[config.mk]
export PLATFORM = sky130hd
export DESIGN_NAME = alu_sequencer
export DESIGN_NICKNAME = d
export VERILOG_FILES = /design/src/rtl/alu_pkg.sv /design/src/rtl/reg_file.sv /design/src/rtl/alu_sequencer.sv
export SDC_FILE = /design/constraint.sdc
export NUM_CORES = 1
export LEC_CHECK = 0
export BUFFER_PORTS_ARGS = -buffer_cell sky130_fd_sc_hd__buf_2
export CAP_MARGIN = 20
export CORE_ASPECT_RATIO = 1.75
export CORE_MARGIN = 1
export CORE_UTILIZATION = 55
export CTS_BUF_LIST = sky130_fd_sc_hd__clkbuf_8
export DETAILED_ROUTE_END_ITERATION = 10
export GPL_ROUTABILITY_DRIVEN = 0
export GPL_TIMING_DRIVEN = 0
export PLACE_DENSITY = 0.76
export RECOVER_POWER = 25
export SYNTH_ARGS = -nofsm -noshare
export SYNTH_HDL_FRONTEND = slang
export SYNTH_SLANG_ARGS = --single-unit
[constraint.sdc]
create_clock -name clk -period 2.7 [get_ports clk]
set_input_delay 0.675 -clock clk [delete_from_list [all_inputs] [get_ports clk]]
set_output_delay 0.675 -clock clk [all_outputs]
set_load 0.05 [all_outputs]
[src/rtl/alu_pkg.sv]
// Shared types for the ALU sequencer: opcode and FSM state encodings plus
// the instruction field positions.
// Optional build macro: TRAP_ON_OVF_EN adds the HALT state.
package alu_pkg;

    typedef enum logic [3:0] {
        OP_ADD = 4'd0,
        OP_INV = 4'd1,
        OP_AND = 4'd2,
        OP_OR  = 4'd3,
        OP_ASR = 4'd4,
        OP_SLL = 4'd5,
        OP_BEQ = 4'd6,
        OP_BNE = 4'd7,
        OP_XOR = 4'd8
    } alu_op_e;

    typedef enum logic [2:0] {
        ST_FETCH     = 3'd0,
        ST_DECODE    = 3'd1,
        ST_EXECUTE   = 3'd2,
        ST_WRITEBACK = 3'd3
`ifdef TRAP_ON_OVF_EN
        ,
        ST_HALT      = 3'd4
`endif
    } seq_state_e;

    // Instruction layout: [15:12] op, [11:8] rd, [7:4] rs1, [3:0] rs2.
    // Branches reuse [7:0] as a signed pc offset.
    localparam int OP_MSB  = 15;
    localparam int OP_LSB  = 12;
    localparam int RD_MSB  = 11;
    localparam int RD_LSB  = 8;
    localparam int RS1_MSB = 7;
    localparam int RS1_LSB = 4;
    localparam int RS2_MSB = 3;
    localparam int RS2_LSB = 0;
    localparam int OFF_MSB = 7;
    localparam int OFF_LSB = 0;

    // Highest opcode the ALU implements; anything above retires as illegal.
    localparam logic [3:0] OP_LAST_LEGAL = OP_XOR;

    function automatic logic is_branch_op(input logic [3:0] op);
        return (op == OP_BEQ) || (op == OP_BNE);
    endfunction

endpackage

[src/rtl/reg_file.sv]
// 16-entry register file: two asynchronous read ports, one synchronous write
// port. Register 0 always reads zero and ignores writes.
module reg_file #(
    parameter int DATA_W = 16
) (
    input  logic              clk,
    input  logic              rst_n,
    input  logic [3:0]        ra_addr,
    input  logic [3:0]        rb_addr,
    output logic [DATA_W-1:0] ra_data,
    output logic [DATA_W-1:0] rb_data,
    input  logic              we,
    input  logic [3:0]        waddr,
    input  logic [DATA_W-1:0] wdata
);

    logic [DATA_W-1:0] regs [16];

    // Storage: cleared by reset, written on the rising edge when enabled.
    always_ff @(posedge clk or negedge rst_n) begin
        if (!rst_n) begin
            for (int i = 0; i < 16; i++) begin
                regs[i] <= '0;
            end
        end else if (we && (waddr != 4'd0)) begin
            regs[waddr] <= wdata;
        end
    end

    assign ra_data = (ra_addr == 4'd0) ? '0 : regs[ra_addr];
    assign rb_data = (rb_addr == 4'd0) ? '0 : regs[rb_addr];

endmodule

[src/rtl/alu_sequencer.sv]
// Multi-cycle control unit for the external 16-bit ALU. Each accepted
// instruction walks FETCH -> DECODE -> EXECUTE -> WRITEBACK, four cycles.
// Optional build macro: TRAP_ON_OVF_EN -- an overflowing ADD is not written
// back, pc holds, and the sequencer parks in HALT until reset.
module alu_sequencer
    import alu_pkg::*;
#(
    parameter int          DATA_W   = 16,
    parameter int          PC_W     = 8,
    parameter int unsigned RESET_PC = 0
) (
    input  logic              clk,
    input  logic              rst_n,
    input  logic              instr_valid,
    output logic              instr_ready,
    input  logic [15:0]       instr,
    output logic [PC_W-1:0]   pc,
    output logic [DATA_W-1:0] alu_a,
    output logic [DATA_W-1:0] alu_b,
    output logic [3:0]        alu_s,
    input  logic [DATA_W-1:0] alu_f,
    input  logic              alu_take_branch,
    input  logic              alu_ovf,
    output logic              ovf_flag,
    output logic              illegal,
    output logic              halted
);

    seq_state_e        state;
    logic [15:0]       instr_p0;
    logic [DATA_W-1:0] res_p2;
    logic              take_p2;
    logic              ovf_p2;

    logic [3:0]        op_raw;
    logic [3:0]        rd;
    logic [3:0]        rs1;
    logic [3:0]        rs2;
    logic [7:0]        off;
    logic              is_branch;
    logic              is_illegal;
    logic              is_add;
    logic              trap;
    logic              wr_en;
    logic [DATA_W-1:0] rdata_a;
    logic [DATA_W-1:0] rdata_b;
    logic [PC_W-1:0]   next_pc;

    assign op_raw     = instr_p0[OP_MSB:OP_LSB];
    assign rd         = instr_p0[RD_MSB:RD_LSB];
    assign rs1        = instr_p0[RS1_MSB:RS1_LSB];
    assign rs2        = instr_p0[RS2_MSB:RS2_LSB];
    assign off        = instr_p0[OFF_MSB:OFF_LSB];
    assign is_branch  = is_branch_op(op_raw);
    assign is_illegal = op_raw > OP_LAST_LEGAL;
    assign is_add     = op_raw == OP_ADD;

`ifdef TRAP_ON_OVF_EN
    assign trap = is_add && ovf_p2;
`else
    assign trap = 1'b0;
`endif

    // Branches, illegal ops and trapped ADDs leave the register file alone.
    assign wr_en = (state == ST_WRITEBACK) && !is_branch && !is_illegal && !trap;

    // Taken branches add the sign-extended offset; everything else steps by one.
    assign next_pc = (is_branch && take_p2) ? pc + PC_W'($signed(off))
                                            : pc + PC_W'(1);

    reg_file #(.DATA_W(DATA_W)) u_reg_file (
        .clk     (clk),
        .rst_n   (rst_n),
        .ra_addr (is_branch ? rd : rs1),
        .rb_addr (rs2),
        .ra_data (rdata_a),
        .rb_data (rdata_b),
        .we      (wr_en),
        .waddr   (rd),
        .wdata   (res_p2)
    );

    // Sequencer FSM with registered handshake, ALU drive and status outputs.
    always_ff @(posedge clk or negedge rst_n) begin
        if (!rst_n) begin
            state       <= ST_FETCH;
            instr_ready <= 1'b0;
            instr_p0    <= '0;
            pc          <= PC_W'(RESET_PC);
            alu_a       <= '0;
            alu_b       <= '0;
            alu_s       <= '0;
            res_p2      <= '0;
            take_p2     <= 1'b0;
            ovf_p2      <= 1'b0;
            ovf_flag    <= 1'b0;
            illegal     <= 1'b0;
`ifdef TRAP_ON_OVF_EN
            halted      <= 1'b0;
`endif
        end else begin
            illegal <= 1'b0;
            case (state)
                ST_FETCH: begin
                    if (instr_valid && instr_ready) begin
                        instr_p0    <= instr;
                        instr_ready <= 1'b0;
                        state       <= ST_DECODE;
                    end else begin
                        instr_ready <= 1'b1;
                    end
                end
                ST_DECODE: begin
                    // Operands are latched here, so rd may alias rs1/rs2 safely.
                    if (!is_illegal) begin
                        alu_a <= rdata_a;
                        alu_b <= is_branch ? '0 : rdata_b;
                        alu_s <= op_raw;
                    end
                    state <= ST_EXECUTE;
                end
                ST_EXECUTE: begin
                    res_p2  <= alu_f;
                    take_p2 <= alu_take_branch;
                    ovf_p2  <= alu_ovf;
                    illegal <= is_illegal;
                    alu_a   <= '0;
                    alu_b   <= '0;
                    alu_s   <= '0;
                    state   <= ST_WRITEBACK;
                end
                ST_WRITEBACK: begin
                    if (is_add && ovf_p2) begin
                        ovf_flag <= 1'b1;
                    end
                    if (trap) begin
`ifdef TRAP_ON_OVF_EN
                        state  <= ST_HALT;
                        halted <= 1'b1;
`endif
                    end else begin
                        pc          <= next_pc;
                        instr_ready <= 1'b1;
                        state       <= ST_FETCH;
                    end
                end
`ifdef TRAP_ON_OVF_EN
                ST_HALT: begin
                    state <= ST_HALT;
                end
`endif
                default: begin
                    state <= ST_FETCH;
                end
            endcase
        end
    end

`ifndef TRAP_ON_OVF_EN
    assign halted = 1'b0;
`endif

endmodule

# Word level (Yosys, flattened, before mapping)
# Index checks and enable logic that the tools add are counted.
totals:
  word_cells: 90
  regBits: 340
classes:
  order_cmp: 5
  reduce_logical: 20
  n_mux: 25
  bitwise_logic: 3
  eq_ne: 7
  add_sub_neg: 2
op_table:
  columns: ["op", "n"]
  rows:
  - ["256-bit bitwise mux", 1]
  - ["16-bit 2-to-1 mux", 10]
  - ["16-bit binary-select mux with 4-bit select", 2]
  - ["16-bit demux with 4-bit select", 1]
  - ["16-bit case mux with 2 select lines", 2]
  - ["5-bit greater-or-equal comparator, second input constant", 3]
  - ["4-bit inverter with 5-bit output", 3]
  - ["4-bit zero test", 3]
  - ["3-bit case mux with 3 select lines", 1]
  - ["8-bit by 1-bit adder with 8-bit output, second input constant", 1]
  - ["8-bit adder", 1]
  - ["4-bit by 3-bit equality test with 1-bit output, second input constant", 2]
  - ["4-bit 2-to-1 mux", 2]
  - ["8-bit 2-to-1 mux", 1]
  - ["4-bit case mux with 2 select lines", 1]
  - ["1-bit logical AND", 7]
  - ["3-bit by 2-bit equality test with 1-bit output, second input constant", 2]
  - ["2-bit AND reduction", 3]
  - ["5-bit by 1-bit < comparator with 1-bit output, second input constant", 1]
  - ["4-bit > comparator, second input constant", 1]
  - ["2-bit inequality test, second input constant", 2]
  - ["2-bit nonzero test", 2]
  - ["4-bit nonzero test", 1]
  - ["3-bit by 1-bit equality test with 1-bit output, second input constant", 1]
  - ["other kinds (6)", 8]

# Logic depth before layout (Yosys ltp)
depth:
  depth_word: 10
  mapped_depth: 13
  mapped_depth_nobuf: 12

# By module
# Synthesis repeated with hierarchy kept, for this count alone.
unflattened:
  hier_cells: 1212
  hier_area_um2: 16613.4
by_module_without_submodules:
  columns: ["mod", "cells_each", "area_per_inst_um2", "seq_area_each_um2", "n_inst"]
  rows:
  - ["reg_file", 919, 13003.7, 6030.8, 1]
  - ["alu_sequencer", 293, 3609.7, 2077.0, 1]

# Worst setup path after synthesis
# OpenSTA, ideal clock, no wires.
synth_timing:
  path_kind: "register to register"
  startpoint: "register instr_p0[0]"
  endpoint: "register pc[6]"
  slack_ns: -0.028
  setup_ns: 0.095
  required_time_ns: 2.605
  arrival_ns: 2.632
  path_stages_with_launch: 13
  period_less_slack_ns: 2.728
  cell_sequence: "dfrtp_1 > buf_2 > buf_1 > nand3b_1 > ha_1 > inv_1 > fa_1 > nor2b_1 > o21ai_0 > a21boi_0 > o21a_1 > nor3_1 > o31ai_1"
synth_between:
  elab_chain_len: 2
synth_rtl:
  columns: ["item", "line", "rtl"]
  rows:
  - ["start: declaration", "alu_sequencer.sv:30", "logic [15:0] instr_p0;"]
  - ["start signal: assignment", "alu_sequencer.sv:106", "instr_p0 <= instr;"]
  - ["8-bit adder", "alu_sequencer.sv:68", "assign next_pc = (is_branch && take_p2) ? pc + PC_W'($signed(off))"]
  - ["8-bit 2-to-1 mux", "alu_sequencer.sv:68", null]
  - ["end signal: assignment", "alu_sequencer.sv:89", "pc <= PC_W'(RESET_PC);"]
  - ["end signal: assignment", "alu_sequencer.sv:142", "pc <= next_pc;"]
  - ["end: declaration", "alu_sequencer.sv:17", "output logic [PC_W-1:0] pc,"]
# No other way between the ends.
# A chain may end at the register's enable or synchronous reset.

# Worst setup path after layout
layout_timing:
  startpoint: "register instr_p0[14]"
  endpoint: "register alu_a[5]"
layout_between:
  elab_chain_len: 10
  elab_cells_between_ends: 15
layout_rtl:
  columns: ["item", "line", "rtl"]
  rows:
  - ["4-bit by 3-bit equality test with 1-bit output", "alu_pkg.sv:46", "return (op == OP_BEQ) || (op == OP_BNE);"]
  - ["1-bit logical OR", "alu_pkg.sv:46", null]
  - ["4-bit 2-to-1 mux", "alu_sequencer.sv:74", ".ra_addr (is_branch ? rd : rs1),"]
  - ["4-bit inverter with 5-bit output (not written as such)", "reg_file.sv:30", "assign ra_data = (ra_addr == 4'd0) ? '0 : regs[ra_addr];"]
  - ["16-bit binary-select mux with 4-bit select", "reg_file.sv:30", null]
  - ["16-bit 2-to-1 mux (not written as such) (2 in series)", "reg_file.sv:30", null]
  - ["16-bit 2-to-1 mux", "reg_file.sv:30", null]
  - ["16-bit 2-to-1 mux", "alu_sequencer.sv:115", "if (!is_illegal) begin"]
  - ["16-bit case mux with 2 select lines", "alu_sequencer.sv:103", "case (state)"]
  - ["end signal: assignment", "alu_sequencer.sv:116", "alu_a <= rdata_a;"]
  - ["end: declaration", "alu_sequencer.sv:18", "output logic [DATA_W-1:0] alu_a,"]
# Several ways; a longest one is shown, not always the timed one. The select of a mux whose other input is x is not followed.

==> summary.txt <==
Worst hold path
  – Min-delay worst type: input pin to async pin

Power and ir drop
  – P_int: approximately 15 mW
  – Clock share of power: 16.5%
  – Psw: 11.9 mW
  – PwrDens: between 1000 and 1500 nW/µm²
  – Lkg Pwr: between 9 and 10 nW
  – Switching part of the total: approximately 45%
  – Flop pwr share: about 34%
  – Peak VDD IR: approximately 0.00081 V
  – Logic pwr share: between 40% and 50%

Yosys
  – Ys flop type: dfrtp_1
  – Synth unique cells: 51
  – Mapped Cells: between 1,000 and 1,500
  – Seq/Total Area, Yosys: approximately half
  – #FFs+latches synth: between 300 and 400
  – EDFF count, synth: 0
  – Yosys top cell area share: about half
  – Dominant cell by count in the synthesized netlist: dfrtp_1
  – Top cells by count, synth: 339 x dfrtp_1, 261 x mux2_2, 192 x nand2_1
  – Cell Area, Synth: around 17,000 µm²
  – Syn avg cell area: about 13 µm²
  – Largest area contributor in the netlist: dfrtp_1
  – Ranking of synthesized cells by area: dfrtp_1 50%, mux2_2 17%, mux4_2 11%
  – Synth async-reset ratio: 100%
  – Synth Net Count: roughly 1,400
  – Synthesis Warnings: 0

Die
  – Starting density of the core: between 50% and 60%
  – Die area: approximately 32,000 µm²
  – Die width: 135 µm
  – Num rows: 85
  – Chip height: 235 µm
  – Core area: 30,600 µm²
  – IO Pins: 85

Run status
  – Status: finished, final reports clean

Setup path
  – Startpoint types: flop
  – Worst Reg-to-Reg Cells: 9
  – RR Startpoint: instr_p0[14]
  – R2R Setup Slk: 30 ps
  – Max FO, Critical Path: 10
  – CP endpoint: alu_a[5]
  – RR Endpoint: alu_a[5]
  – Crit-path max cell delay: roughly 410 ps
  – Setup crit end kind: flop
  – Cell chain of the critical path: buf_6 > nand3b_1 > clkbuf_4 > mux2_2 > buf_2 > nor2_4 > a32oi_1 > a31oi_2 > o21ai_0
  – Crit Path Class: flop to flop
  – Slowest stage cell on the critical path: mux2_2
  – Crit path from: instr_p0[14]
  – Critical path arrival: 3140 ps
  – Worst Path Required: 3180 ps

Drt
  – Routed wire per std cell: 29.7 µm
  – DRT iter0 DRCs: approximately 1,500
  – DRT Pass-1 Iters: 8
  – Total wire length: 57.5 mm
  – DRC Markers: 0
  – Vias: between 10,000 and 15,000
  – Drt via density: a little under 7
  – Post-route ant nets: 0

STA
  – Hold Violations, Final: 0
  – RSZ-0062 raised after global routing: yes
  – Final worst path period share: a little under 100%
  – Sum Neg Setup Slack: 0 ps
  – Final setup margin: ~31 ps
  – Worst Max-Slew Pin Slew: around 1200 ps
  – Clock Skew: roughly 15 ps
  – Fin crit period: between 2000 and 3000 ps
  – Final setup vio count: 0
  – Peak Freq: between 300 and 400 MHz
  – Slew Limit Fails: 0
  – Slew headroom: 22.9%

Clocking
  – H-tree depth: 2
  – CTS Buffer Depth: 3
  – CTS root buffer: clkbuf_8
  – CTS tree: yes
  – Clock insertion delay at the later pin of the skew report: 620 ps
  – CTS Buf Count: between 40 and 50
  – Hold_buf cts: 0
  – Clk sinks: around 340
  – Clock transition at path regs: around 70 ps

Cells and area
  – Share of cells above drive strength 1: 42.6%
  – Final instance area: between 15,000 and 20,000 µm²
  – Final cell count without fillers: 1,937
  – Area Overhead vs Synth: 15.7%
  – Final core utilization: 64.4%
  – Nets: ~1,600

Job
  – Max-Cap Viols: 0

GRT
  – Vias in the first global route: about 14,000
  – Pin count of the biggest net entering global routing: ~120
  – First-pass GRT wire length: 85.0 mm
  – Initial antenna violation count: 2
  – Total grt overflow: 0
  – Total Routing Usage GR: between 30% and 40%

Placed design
  – Pre-CTS setup slack: -1100 ps
  – Inst Count DP: approximately 1,800
  – Final HPWL from detailed placement: just under 40 mm
  – Post-DP Area: 18,100 µm²
  – Port Buffers: 83
==> power groups by stage <==
stage | Clock, mW | Sequential [mW] | Combinational [mW]
after floorplan | 0 | 8.86 | 7.54
after global placement | 0 | 8.69 | 11.7
after detailed placement | 0 | 8.80 | 12.1
after CTS | 4.39 | 8.83 | 12.4
after global routing | 4.58 | 9.14 | 13.6
final | 4.38 | 8.98 | 13.2
==> sequential cells by signal, summed over array words and instances, names as in the netlist, 2 cells and up <==
signal / count
state: 2
pc: 8
res_p2: 16
alu_a: 16
instr_p0: 16
alu_b: 16
u_reg_file.regs: 256
alu_s: 4
==> cell families after synthesis <==
logic type	after synthesis	synth area share [%]
AOI/OAI and AO/OA	140	5.41
xor gates and xnor gates	4	0.205
other	1	0.0220
and+or+nand+nor	295	7.43
DFF	339	49.8
buffers and inverters	137	3.46
adders and majority gates	12	0.925
muxes	416	32.8
==> cells in the final DEF, fill, tap and decap left out, types with 18 or more instances in the layout <==
cell type    n
dfrtp_1    334
mux2_2     261
nand2_1    188
buf_2       94
mux4_2      80
clkbuf_8    68
mux2i_1     51
clkbuf_1    43
buf_4       38
inv_1       37
nand3_1     36
o21ai_0     30
a21oi_1     22
mux2_4      20
nor2_1      18
==> metrics by stage <==
stage | hold WS (ps) | power, mW
detailed placement | 446 | 20.9
finish | 76.1 | 26.5
CTS | 112 | 25.7
floorplan | 379 | 16.4
global route | 155 | 27.3
global placement | 435 | 20.4
==> layout make-up <==
class,instances,area [µm²]
fillers,2307,10900
clock buffers,68,936
well taps,391,489
inverters,25,93.8
plain buffers,108,619
repair buffers,117,768
flip-flops and latches,339,8490
diodes,1,2.50
multi-input cells,868,8210
clock inverters,20,113
==> metal layers <==
layer | up-vias | track usage, % | routed length [µm]
met5 | - | 0 | 12
met4 | 2 | 32.6 | 6070
met3 | 371 | 10.4 | 5580
met2 | 975 | 58.2 | 27000
met1 | 6605 | 42.1 | 18800
li1 | 5209 | - | -
==> critical path: cells and delay by family (launching register included) <==
kind            cells  cell delay (ps)
buf+inv             3              690
compound gates      3              600
simple gates        2              420
mux                 1              410
flops               1              380
==> what timing repair did <==
action / in CTS / in global routing
setup buffers: 7 / 20
gates resized for setup: 87 / 49
cloned: 0 / 0
endpoints found under the setup margin: 173 / 121
pin swaps: 5 / 7
==> worst min-delay path by stage <==
stage                               from              endpoint  slack [ps]  cells after the start
floorplan                          rst_n              alu_a[0]         380                      0
global placement    u_reg_file.regs[250]  u_reg_file.regs[250]         440                      1
detailed placement  u_reg_file.regs[243]  u_reg_file.regs[243]         450                      1
CTS                                rst_n              state[1]         110                      1
global route                       rst_n              state[1]         150                      1
finish                             rst_n              state[1]          80                      1
(Power assumes the default switching activity.)
